## src/rtl/mul_unit.sv

```systemverilog
// Multi-cycle RV32M multiplier: radix-2 shift-add over XLEN cycles, sign fix-up,
// and a four-phase start/done handshake toward the EX-stage controller.
module mul_unit #(
   parameter int XLEN = 32
) (
   input  logic            clk,
   input  logic            rst_n,
   input  logic            start,
   input  logic [1:0]      mulctl,
   input  logic [XLEN-1:0] a,
   input  logic [XLEN-1:0] b,
   output logic [XLEN-1:0] result,
   output logic            done,
   output logic            busy
);

   localparam int CW = $clog2(XLEN) + 1;
   localparam logic [CW-1:0] LastIter = CW'(XLEN - 1);

   localparam logic [1:0] StIdle = 2'd0;
   localparam logic [1:0] StCalc = 2'd1;
   localparam logic [1:0] StFix  = 2'd2;
   localparam logic [1:0] StDone = 2'd3;

   localparam logic [1:0] OpMul = 2'b00;
   localparam logic [1:0] OpMulhu = 2'b11;

   logic [1:0]        state_q, state_d;
   logic [1:0]        ctl_q, ctl_d;
   logic [XLEN-1:0]   mcand_q, mcand_d;
   logic [XLEN-1:0]   mplier_q, mplier_d;
   logic [2*XLEN-1:0] acc_q, acc_d;
   logic [CW-1:0]     cnt_q, cnt_d;
   logic              neg_q, neg_d;
   logic [XLEN-1:0]   result_q, result_d;
   logic              done_q, done_d;
   logic              busy_q, busy_d;

   logic              a_neg, b_neg;
   logic [XLEN-1:0]   a_mag, b_mag;
   logic [XLEN-1:0]   addend;
   logic [XLEN:0]     add_sum;
   logic [2*XLEN-1:0] prod_fix;

   // Only operands treated as signed contribute to magnitude and sign; 0x80000000 maps to 2^31.
   always_comb begin
      a_neg = (mulctl != OpMulhu) && a[XLEN-1];
      b_neg = !mulctl[1] && b[XLEN-1];
      a_mag = a_neg ? (~a + 1'b1) : a;
      b_mag = b_neg ? (~b + 1'b1) : b;
   end

   // Carry out of the upper-half add becomes the MSB after the shift.
   always_comb begin
      addend   = mplier_q[0] ? mcand_q : {XLEN{1'b0}};
      add_sum  = {1'b0, acc_q[2*XLEN-1:XLEN]} + {1'b0, addend};
      prod_fix = neg_q ? (~acc_q + 1'b1) : acc_q;
   end

   always_comb begin
      state_d  = state_q;
      ctl_d    = ctl_q;
      mcand_d  = mcand_q;
      mplier_d = mplier_q;
      acc_d    = acc_q;
      cnt_d    = cnt_q;
      neg_d    = neg_q;
      result_d = result_q;
      done_d   = done_q;
      busy_d   = busy_q;

      case (state_q)
         StIdle: begin
            if (start) begin
               ctl_d    = mulctl;
               mcand_d  = a_mag;
               mplier_d = b_mag;
               neg_d    = a_neg ^ b_neg;
               acc_d    = '0;
               cnt_d    = '0;
               busy_d   = 1'b1;
               state_d  = StCalc;
            end
         end
         StCalc: begin
            acc_d    = {add_sum, acc_q[XLEN-1:1]};
            mplier_d = {1'b0, mplier_q[XLEN-1:1]};
            cnt_d    = cnt_q + 1'b1;
            if (cnt_q == LastIter) begin
               state_d = StFix;
            end
         end
         StFix: begin
            result_d = (ctl_q == OpMul) ? prod_fix[XLEN-1:0] : prod_fix[2*XLEN-1:XLEN];
            done_d   = 1'b1;
            busy_d   = 1'b0;
            state_d  = StDone;
         end
         StDone: begin
            // start is never treated as a new request here, so a held start cannot retrigger.
            if (!start) begin
               done_d  = 1'b0;
               state_d = StIdle;
            end
         end
         default: begin
            state_d = StIdle;
            done_d  = 1'b0;
            busy_d  = 1'b0;
         end
      endcase
   end

   always_ff @(posedge clk or negedge rst_n) begin
      if (!rst_n) begin
         state_q  <= StIdle;
         ctl_q    <= 2'b00;
         mcand_q  <= '0;
         mplier_q <= '0;
         acc_q    <= '0;
         cnt_q    <= '0;
         neg_q    <= 1'b0;
         result_q <= '0;
         done_q   <= 1'b0;
         busy_q   <= 1'b0;
      end else begin
         state_q  <= state_d;
         ctl_q    <= ctl_d;
         mcand_q  <= mcand_d;
         mplier_q <= mplier_d;
         acc_q    <= acc_d;
         cnt_q    <= cnt_d;
         neg_q    <= neg_d;
         result_q <= result_d;
         done_q   <= done_d;
         busy_q   <= busy_d;
      end
   end

   assign result = result_q;
   assign done   = done_q;
   assign busy   = busy_q;

endmodule
```

## config.mk

```make
export PLATFORM = sky130hd
export DESIGN_NAME = mul_unit
export DESIGN_NICKNAME = d
export VERILOG_FILES = /design/src/rtl/mul_unit.sv
export SDC_FILE = /design/constraint.sdc
export NUM_CORES = 1
export LEC_CHECK = 0
export ABC_AREA = 1
export BUFFER_PORTS_ARGS = -buffer_cell sky130_fd_sc_hd__buf_2
export CAP_MARGIN = 20
export CORE_ASPECT_RATIO = 2
export CORE_MARGIN = 8
export CORE_UTILIZATION = 50
export CTS_CLUSTER_SIZE = 25
export DETAILED_ROUTE_END_ITERATION = 8
export HOLD_SLACK_MARGIN = 0.02
export PLACE_DENSITY = 0.79
export SETUP_SLACK_MARGIN = 0.2
export SYNTH_ARGS = -nofsm -noshare
export SYNTH_HDL_FRONTEND = slang
export SYNTH_SLANG_ARGS = --single-unit
```

## constraint.sdc

```tcl
create_clock -name clk -period 3 [get_ports clk]
set_input_delay 0.6 -clock clk [delete_from_list [all_inputs] [get_ports clk]]
set_output_delay 0.6 -clock clk [all_outputs]
set_load 0.05 [all_outputs]
```

# Yosys cells after proc, flatten, opt, wreduce, memory -nomap -nowiden
# Index checks and enable logic that the tools add are counted.
# totals
regBits	173
latchBits	0
ramBits	0
mem_bits_ro	0
word_cells	59
mem_count	0
# classes
add_sub_neg	5
mul	0
div	0
magnitude_cmp	0
eq_ne	8
shifts	0
mux	19
bitwise_logic	4
reduce_logical	13
# ops
cell	n
32-bit 2-to-1 mux	5
64-bit 2-to-1 mux	2
64-bit case mux with 2 select lines	1
32-bit by 1-bit adder with 32-bit output, second input constant	2
64-bit by 1-bit adder with 64-bit output, second input constant	1
32-bit inverter	2
64-bit inverter	1
32-bit case mux with 2 select lines	1
32-bit by 32-bit adder with 33-bit output	1
6-bit case mux with 2 select lines	1
2-bit inequality test, second input constant	4
2-bit case mux with 4 select lines	1
2-bit AND reduction	4
6-bit by 1-bit adder with 6-bit output, second input constant	1
6-bit by 5-bit equality test with 1-bit output, second input constant	1
2-bit 2-to-1 mux	3
6-bit 2-to-1 mux	1
2-bit nonzero test	3
2-bit equality test, second input constant	2
2-bit zero test	2
1-bit case mux with 2 select lines	2
3-bit AND reduction	1
2-bit by 1-bit equality test with 1-bit output, second input constant	1
1-bit logical AND	2
other kinds (3)	4

# Depth between registers and ports, before layout
# Gate-level depths: netlist (run 1).
# logic_depth
depth_word	5
ltp_mapped	19

# Worst setup path before layout (run 1)
# OpenSTA, ideal clock, no wires.
# synth_path
path_type	reg-to-reg
startpoint	reg mplier_q[0]
endpoint	reg acc_q[59]
arrival_ns	2.240
required_time_ns	2.882
slack_ns	0.642
stages_incl_launch_ff	20
path_buffers	2
path_cell_list	dfrtp_1 clkbuf_1 clkbuf_1 nand2_1 inv_1 ha_1 inv_1 fa_1 inv_1 nand3_1 nand2_1 nand2_1 nand2_1 nand2_1 nand2_1 nand3_1 nand2_1 nand2_1 nand3_1 nand2_1
# synth_between
elab_chain_cells	3
# synth_lines
element	line_no	rtl
start: declaration	31	logic [XLEN-1:0] mplier_q, mplier_d;
start signal: assignment	130	mplier_q <= mplier_d;
32-bit 2-to-1 mux	55	addend = mplier_q[0] ? mcand_q : {XLEN{1'b0}};
32-bit by 32-bit adder with 33-bit output	56	add_sum = {1'b0, acc_q[2*XLEN-1:XLEN]} + {1'b0, addend};
64-bit case mux with 2 select lines	72	case (state_q)
end signal: assignment	120	acc_q <= '0;
end signal: assignment	131	acc_q <= acc_d;
end: declaration	32	logic [2*XLEN-1:0] acc_q, acc_d;
# No other way between the ends.
# A chain may end at the register's enable or synchronous reset.

# Worst setup path after layout (run 1)
# layout_path
startpoint	reg mplier_q[0]
endpoint	reg acc_q[47]
# The elaborated chain is that of the path after synthesis.

==> results of run 1 <==
## kinds of logic after synthesis
family,after synthesis
flip-flops,173
adder cells (fa/ha/maj),41
buffers and inverters,313
AO/OA/AOI/OAI,362
XOR/XNOR,29
AND/OR/NAND/NOR,1195
## final cells by class
| class | instances | area, sq um |
|---|---|---|
| clock buffer | 18 | 429 |
| tap | 344 | 430 |
| timing repair buffer | 126 | 734 |
| inverter | 247 | 927 |
| sequential | 173 | 4330 |
| clock inverter | 14 | 133 |
| fill | 2724 | 11500 |
| multi-input combinational | 1627 | 7800 |
## per-stage QoR
stage | instance area [sq um] | cells | setup WS [ps]
after floorplan | 13300 | 2113 | 642
after global placement | 14200 | 2517 | 341
after detailed placement | 14200 | 2517 | 361
after CTS | 14800 | 2549 | 353
after global routing | 14800 | 2549 | 248
final | 14800 | 2549 | 449
## worst max-delay path, stage by stage, from the launching register on
cell     delay (ps)
dfrtp_1         430
buf_4           240
nand2_1          90
inv_1            50
ha_1            340
nand2_1         110
nor2_1          170
inv_1           100
nor3_1          170
nand2_1          80
nand2_1         160
a21oi_1          90
o21ai_1         230
o21ai_0         150
## layer usage
metal | track usage, % | share of wire [%]
met1 | 27.3 | 34
met2 | 54.9 | 53
met3 | 4.27 | 3.7
met4 | 28.0 | 9.3
met5 | 0 | 0
## worst max path at each step
| stage | slack (ps) | end |
|---|---|---|
| 6_report | 450 | acc_q[47]$_DFFE_PN0P_ |
| 3_5_place_dp | 360 | acc_q[62]$_DFFE_PN0P_ |
| 2_1_floorplan | 640 | acc_q[59]$_DFFE_PN0P_ |
| 4_1_cts | 350 | acc_q[62]$_DFFE_PN0P_ |
| 5_1_grt | 250 | acc_q[62]$_DFFE_PN0P_ |
| 3_3_place_gp | 340 | acc_q[62]$_DFFE_PN0P_ |
## sequential cells by signal (all words and copies together), names as in the netlist
register,count
acc_q,64
mcand_q,32
mplier_q,32
result,32
cnt_q,6
ctl_q,2
state_q,2
busy,1
done,1
neg_q,1
## placed cells by master, fill, tap and decap left out, types with 6 or more instances in the layout
cell,instances
nand2_1,586
o211ai_1,7
o22ai_1,38
nor2_4,6
o21ai_0,129
a21oi_1,141
ha_1,40
clkbuf_16,17
nand3_2,7
nand3b_1,10
buf_4,21
inv_1,242
xor2_1,24
nor3_1,18
nor2_2,9
nand3_1,191
a31oi_1,15
nand2_2,11
dfrtp_1,172
nor2_1,323
nand4_1,22
buf_2,101
o21ai_1,8
## cells in the mapped netlist, types with 22 or more instances
cell type,count
ha_1,40
nand4_1,22
a21oi_1,141
xor2_1,24
nand2_1,586
o22ai_1,38
clkbuf_1,43
nor2_1,324
o21ai_0,130
dfrtp_1,173
inv_1,242
nand3_1,191
==> flow_metrics.py, run 1 <==
metrics = {
    "outcome": {
        "status": "finished, final reports clean",
    },
    "clock_network": {
        "tritoncts": "built",
        "clock_path_buffers": 2,
        "clock_sinks": 173,
        "numCtsBuffers": 17,
        "h-tree-depth": 4,
        "cts.repair.resized": 0,
        "insertion_delay_ps": 470,
        "clk_pin_slew_ps": 70,
        "hold_buffers": 0,
        "cts_root_buf": "clkbuf_16",
        "postCtsSetupBuffers": 0,
    },
    "critical_path": {
        "start_kind": "flip-flop",
        "critPathCaptureType": "flip-flop",
        "ff2ff_setup_slack_ps": 450,
        "cp_data_arrival_time_ps": 2870,
        "crit_start": "mplier_q[0]$_DFFE_PN0P_",
        "rr_worst_depth": 13,
        "reg2reg_from": "mplier_q[0]$_DFFE_PN0P_",
        "cp_max_fo": 28,
        "required_ps": 3320,
        "r2r_end": "acc_q[47]$_DFFE_PN0P_",
        "worst-setup-path-type": "flip-flop to flip-flop",
    },
    "synthesis": {
        "synth.avg_cell_area_sq_um": 6.31,
        "yosysSeqAreaShare_pct": 32.5,
        "netlist_instances": 2113,
        "yosys_register_bits": 173,
        "muxShareOfSynthArea_pct": 0,
        "yosys_most_used_dff": "dfrtp_1",
        "synthAdderAreaFrac_pct": 3.91,
        "syn-num-nets": 2223,
        "synth_top_family_by_area": "simple AND/OR/NAND/NOR gates",
        "synthTopCellsByArea": "dfrtp_1 (32%), nand2_1 (17%), nor2_1 (9.1%)",
        "synth_simple_gate_area_share_pct": 37.7,
        "synth_warnings": 0,
        "async_reset_ff_share_pct": 100,
        "synth_top_area_share_pct": 32.5,
        "synthXorXnorAreaFrac_pct": 1.91,
        "synth_compound_area_share_pct": 14.9,
        "syn-cell-area_sq_um": 13300,
        "yosys.area.top_type": "dfrtp_1",
        "ys_types": 45,
        "synth_edf_count": 0,
    },
    "floorplan": {
        "rows": 84,
        "coreArea_sq_um": 26300,
        "dieArea_sq_um": 32400,
        "die_w_um": 131,
        "ios": 103,
        "initial_core_util_pct": 50.7,
        "die_h_um": 247,
    },
    "min_path": {
        "hold_class": "input port to asynchronous set/reset pin",
    },
    "global_routing": {
        "grt_pass1_vias": 14500,
        "grt_pass1_wl_um": 75000,
        "gr-total-overflow": 0,
        "grt_usage_pct": 29.6,
        "grt_max_degree": 80,
        "antenna_found_initial": 0,
    },
    "drt": {
        "vias_per_cell": 5.66,
        "drt-wirelength-per-cell_um": 18.8,
        "drtPass1Iterations": 5,
        "ant_nets": 0,
        "wl_um": 48000,
        "vias": 14400,
        "drc": 0,
        "drtIter0Drc": 960,
    },
    "placement": {
        "place.gp.congestion": 1.02,
        "portBuffers": 102,
        "dp_hpwl_um": 37700,
    },
    "sta": {
        "hold_violations": 0,
        "slew_headroom_pct": 40.9,
        "worst_slew_pin_slew_ps": 885,
        "fin_crit_ps": 2550,
        "slew_viol_final": 0,
        "clock_skew_ps": 15.7,
        "max_freq_ghz": 0.392,
        "post-route-period-util_pct": 85.0,
        "fin_setup_tns_ps": 0,
        "rsz0062_at_grt": "no",
        "hold_slack_ps": 153,
        "setup_viol": 0,
    },
    "finish": {
        "syn_to_final_growth_pct": 11.0,
        "utilization_pct": 56.3,
        "drive_above_1_share_pct": 9.52,
        "diodes": 0,
        "nets": 2302,
    },
    "run": {
        "maxCapViolations": 0,
    },
}
Power of run 1 is not shown: default switching activity piles up to over one toggle a cycle in this logic, so the estimate is an artifact.
==> run 2, diff against run 1 <==
CORE_UTILIZATION = 55   (was 50)
PLACE_DENSITY = 0.85   (was 0.79)
clock period = 2.4 ns   (was 3 ns; I/O delays follow)
==> run 2 against run 1 <==
  * Register-to-register slack got worse by 350 ps
  * Worst hold slack gained 73 ps
  * First-iteration DRC count is 7.9% higher
  * Flip-flop and latch count unchanged
  * Setup slack worse by 350 ps
  * Critical endpoint is now acc_q[43]$_DFFE_PN0P_
  * Largest cell class unchanged
  * Highest routed layer unchanged
==> flow_metrics.py, run 2 (synthesis gave the netlist of run 1 again) <==
metrics = {
    "drt": {
        "vias": 14900,
        "wl_um": 51400,
        "drtPass1Iterations": 5,
        "drtIter0Drc": 1036,
        "ant_nets": 0,
        "drt-wirelength-per-cell_um": 20.2,
        "drc": 0,
        "vias_per_cell": 5.86,
    },
    "finish": {
        "largest_reg_flops": 64,
        "nets": 2358,
        "top_register": "acc_q",
        "utilization_pct": 66.0,
        "final_cell_mix": "nand2_1 (553), nor2_1 (298), inv_1 (236)",
        "design_area_sq_um": 15700,
        "diodes": 0,
        "syn_to_final_growth_pct": 18.0,
        "final_common_cell": "nand2_1",
        "drive_above_1_share_pct": 16.9,
    },
    "clock_network": {
        "clock_sinks": 173,
        "numCtsBuffers": 17,
        "cts_root_buf": "clkbuf_16",
        "clock_path_buffers": 2,
        "clk_pin_slew_ps": 70,
        "tritoncts": "built",
        "h-tree-depth": 4,
        "insertion_delay_ps": 460,
    },
    "critical_path": {
        "required_ps": 2730,
        "cp_data_arrival_time_ps": 2630,
        "cp_max_fo": 14,
        "rr_worst_depth": 12,
        "start_kind": "flip-flop",
        "critPathCaptureType": "flip-flop",
        "worst-setup-path-type": "flip-flop to flip-flop",
    },
    "min_path": {
        "hold_class": "input port to flip-flop",
        "holdPathStages": 3,
    },
    "global_routing": {
        "grt_pass1_vias": 15100,
        "grt_max_degree": 80,
        "antenna_found_initial": 0,
        "gr-total-overflow": 0,
        "use_met1_pct": 31.8,
        "use_met3_pct": 4.43,
        "grt_util_met2_pct": 64.0,
        "grt_busiest_layer": "met2",
        "grt_pass1_wl_um": 78900,
        "grt_usage_pct": 34.2,
    },
    "sta": {
        "max_freq_ghz": 0.435,
        "clock_skew_ps": 12.6,
        "fin_crit_ps": 2300,
        "slew_headroom_pct": 54.5,
        "post-route-period-util_pct": 95.9,
        "rsz0062_at_grt": "yes",
        "slew_viol_final": 0,
        "worst_slew_pin_slew_ps": 675,
        "hold_violations": 0,
        "setup_viol": 0,
        "postLayoutSetupSlackWorst_ps": 98.7,
    },
    "placement": {
        "place.gp.congestion": 0.980,
        "portBuffers": 102,
        "dp_hpwl_um": 40000,
        "dpl_cell_area_sq_um": 14500,
        "place_ws_ps": 70.4,
    },
    "floorplan": {
        "die_w_um": 126,
        "rows": 80,
        "initial_core_util_pct": 55.9,
        "coreArea_sq_um": 23800,
        "dieArea_sq_um": 29800,
        "ios": 103,
        "die_h_um": 236,
    },
    "run": {
        "maxCapViolations": 0,
    },
    "outcome": {
        "status": "finished, final reports clean",
    },
}
-- run 2: changes by cell type in the layout (fill, tap and decap cells not counted), sizes merged --
cell         change
buf             +54
bufinv           +1
clkbuf           +2
clkinv           -2
clkinvlp         -1
dlygate4sd3      +1
inv              +1
-- run 2: area by class of cell --
cell class                 count  area, sq um
multi-input combinational   1627         8290
fill                        2256         8100
sequential                   173         4330
timing repair buffer         182         1220
inverter                     247          927
clock buffer                  19          443
tap                          287          359
clock inverter                13          148
-- run 2: through the flow --
step	cells	hold WS, ps	setup TNS (ps)
floorplan	2113	184	0
global placement	2502	417	0
detailed placement	2502	419	0
CTS	2535	217	0
global route	2548	244	-14.7
finish	2548	227	0
-- run 2: worst paths after layout --
path                                            endpoint  slack (ps)                    start
worst max-delay path               acc_q[43]$_DFFE_PN0P_         100  mplier_q[0]$_DFFE_PN0P_
worst min-delay path                ctl_q[0]$_DFFE_PN0P_         230                mulctl[0]
worst max register to register     acc_q[43]$_DFFE_PN0P_         100  mplier_q[0]$_DFFE_PN0P_
worst min register to register      cnt_q[5]$_DFFE_PN0P_         470     cnt_q[5]$_DFFE_PN0P_
max in group asynchronous       mplier_q[14]$_DFFE_PN0P_        1170                    rst_n
min in group asynchronous         mcand_q[6]$_DFFE_PN0P_         500                    rst_n
-- run 2: timing repair --
action	CTS	global route
endpoints found under the setup margin	22	39
hold endpoints to repair	35	0
buffers inserted	0	12
cloned	0	1
gates resized for setup	23	130
hold buffers	1	0
pin swaps	0	18
-- run 2: per-layer routing --
metal,part of all wire (%),vias up
met5,0,-
met4,10,0
met1,33,6941
met3,4.2,249
li1,-,7136
met2,53,607
-- run 2: worst max-delay path, cell delays in order (launching register included) --
cell and delay, ps:
dfrtp_2 470, clkbuf_16 210, nand2_1 60, inv_1 50, ha_2 300, a21oi_2 210
inv_1 80, nor2_2 150, nand2_4 80, nand2_2 80, nand2_4 80, o21ai_0 240
o21ai_0 160
Power of run 2 is left out for the same reason.
==> run 3, diff against run 2 <==
--- a/config.mk
+++ b/config.mk
@@ -10,3 +10,2 @@
 export CAP_MARGIN = 20
-export CORE_ASPECT_RATIO = 2
 export CORE_MARGIN = 8
--- a/constraint.sdc
+++ b/constraint.sdc
@@ -3,2 +3,2 @@
 set_output_delay 0.48 -clock clk [all_outputs]
-set_load 0.05 [all_outputs]
+set_load 0.01 [all_outputs]
==> run 3 against run 2 <==
  * Final cell count grew 0.43%
  * Non-clock buffer count fell by 26
  * Cell area up 1.2%
  * Clock-buffer cell count shrank 2
  * Flip-flop and latch count unchanged
  * Setup slack improved by 13 ps
  * Core utilization is 0.17 points higher
  * Critical endpoint is now acc_q[56]$_DFFE_PN0P_
  * Highest routed layer unchanged
==> flow_metrics.py, run 3 (synthesis gave the netlist of run 1 again) <==
metrics = {
    "clock_network": {
        "clock_sinks": 173,
        "h-tree-depth": 4,
        "cts_root_buf": "clkbuf_16",
        "clock_path_buffers": 2,
        "insertion_delay_ps": 450,
        "numCtsBuffers": 17,
        "clk_pin_slew_ps": 80,
        "tritoncts": "built",
    },
    "sta": {
        "clock_skew_ps": 15.9,
        "setup_viol": 0,
        "slew_headroom_pct": 56.8,
        "post-route-period-util_pct": 95.4,
        "hold_violations": 0,
        "slew_viol_final": 0,
        "worst_slew_pin_slew_ps": 647,
        "rsz0062_at_grt": "yes",
        "max_freq_ghz": 0.437,
        "hold_slack_ps": 252,
        "fin_crit_ps": 2290,
        "fin_setup_tns_ps": 0,
    },
    "floorplan": {
        "die_w_um": 172,
        "die_h_um": 172,
        "dieArea_sq_um": 29500,
        "coreArea_sq_um": 24000,
        "ios": 103,
        "initial_core_util_pct": 55.4,
        "rows": 57,
    },
    "critical_path": {
        "crit_chain": "buf_12, buf_16, nand2_1, inv_1, ha_4, nand2_2, nor2_1, nor2_1, nor2_1, nor2_2, inv_1, nor2_1, nand3_1, nand3_1, nand2_1",
        "critPathCaptureType": "flip-flop",
        "cp_data_arrival_time_ps": 2630,
        "required_ps": 2740,
        "cpMaxStageDelayCell": "dfrtp_2",
        "cp_common_cell": "nor2_1",
        "r2r_end": "acc_q[56]$_DFFE_PN0P_",
        "ff2ff_setup_slack_ps": 110,
        "worst-setup-path-type": "flip-flop to flip-flop",
        "crit_path_max_incr_delay_ps": 450,
        "cp_max_fo": 8,
        "rr_worst_depth": 15,
        "start_kind": "flip-flop",
        "reg2reg_from": "mplier_q[0]$_DFFE_PN0P_",
    },
    "min_path": {
        "holdPathStages": 3,
        "hold_end": "ctl_q[0]$_DFFE_PN0P_",
        "hold_class": "input port to flip-flop",
        "holdCritStartpoint": "mulctl[0]",
    },
    "global_routing": {
        "grt_usage_pct": 30.1,
        "grt_pass1_wl_um": 70200,
        "grt_max_degree": 80,
        "gr-total-overflow": 0,
        "antenna_found_initial": 0,
        "grt_pass1_vias": 13800,
    },
    "finish": {
        "syn_to_final_growth_pct": 19.4,
        "largest_reg_flops": 64,
        "final_cell_mix": "nand2_1 (533), nor2_1 (301), inv_1 (233)",
        "fillerInstances": 2174,
        "top_register": "acc_q",
        "final_common_cell": "nand2_1",
        "diodes": 0,
        "drive_above_1_share_pct": 17.5,
        "nets": 2332,
    },
    "outcome": {
        "status": "finished, final reports clean",
    },
    "drt": {
        "ant_nets": 0,
        "drt-wirelength-per-cell_um": 17.7,
        "drtIter0Drc": 1403,
        "drtPass1Iterations": 6,
        "wl_um": 45300,
        "drc": 0,
        "vias": 14700,
        "vias_per_cell": 5.74,
    },
    "run": {
        "maxCapViolations": 0,
    },
    "placement": {
        "dp_hpwl_um": 33700,
        "portBuffers": 102,
        "place.gp.congestion": 1.02,
    },
}
-- run 3: cell types whose count changed in the layout (fill, tap and decap cells not counted), sizes merged --
cell and delta:
clkinv +3, inv +1, buf -26, clkinvlp -1, bufinv -1, clkbuf -2
-- run 3: what timing repair did --
action,4_1_cts,5_1_grt
gates cloned,1,1
pin swaps,9,25
setup endpoints to repair,20,29
endpoints found under the hold margin,42,0
gates resized for setup,68,135
hold buffers,1,0
setup buffers,4,6
-- run 3: per-stage QoR --
stage,utilization [%],setup WS [ps],std cells,area (sq um)
after CTS,63.9,192,2552,15300
after global placement,59.8,74.2,2514,14400
after global routing,66.2,22.8,2559,15900
final,66.2,112,2559,15900
after detailed placement,59.8,68.8,2514,14400
after floorplan,-,215,2113,13300
-- run 3: cell type report --
| class | count | area [sq um] | share of cell area, % |
|---|---|---|---|
| Timing Repair Buffer | 156 | 1070 | 6.76 |
| Clock inverter | 15 | 169 | 1.06 |
| Multi-Input combinational cell | 1627 | 8570 | 53.9 |
| Clock buffer | 17 | 425 | 2.68 |
| Inverter | 247 | 930 | 5.85 |
| Sequential cell | 173 | 4330 | 27.2 |
| Tap cell | 324 | 405 | 2.55 |
-- run 3: how the worst max path moves through the flow --
stage,start,end,slack [ps],cells past startpoint
3_5_place_dp,mplier_q[0]$_DFFE_PN0P_,acc_q[62]$_DFFE_PN0P_,70,15
4_1_cts,mplier_q[0]$_DFFE_PN0P_,acc_q[60]$_DFFE_PN0P_,190,13
3_3_place_gp,mplier_q[0]$_DFFE_PN0P_,acc_q[62]$_DFFE_PN0P_,70,13
5_1_grt,mplier_q[0]$_DFFE_PN0P_,acc_q[60]$_DFFE_PN0P_,20,14
2_1_floorplan,mplier_q[0]$_DFFE_PN0P_,acc_q[59]$_DFFE_PN0P_,210,19
6_report,mplier_q[0]$_DFFE_PN0P_,acc_q[56]$_DFFE_PN0P_,110,15
-- run 3: layer usage --
| metal | routed length, um | part of all wire (%) | track usage, % |
|---|---|---|---|
| met1 | 18300 | 40 | 37.9 |
| met2 | 21600 | 48 | 50.3 |
| met3 | 3150 | 7.0 | 3.86 |
| met4 | 2290 | 5.1 | 14.5 |
| met5 | 0 | 0 | 0 |
-- run 3: worst max-delay path: cells and delay by family, from the launching register on --
kind	cells	cell delay, ps
buffers and inverters	4	450
flip-flops	1	450
AND/OR/NAND/NOR	10	1030
adder cells (fa/ha/maj)	1	260
Power of run 3 is left out for the same reason.
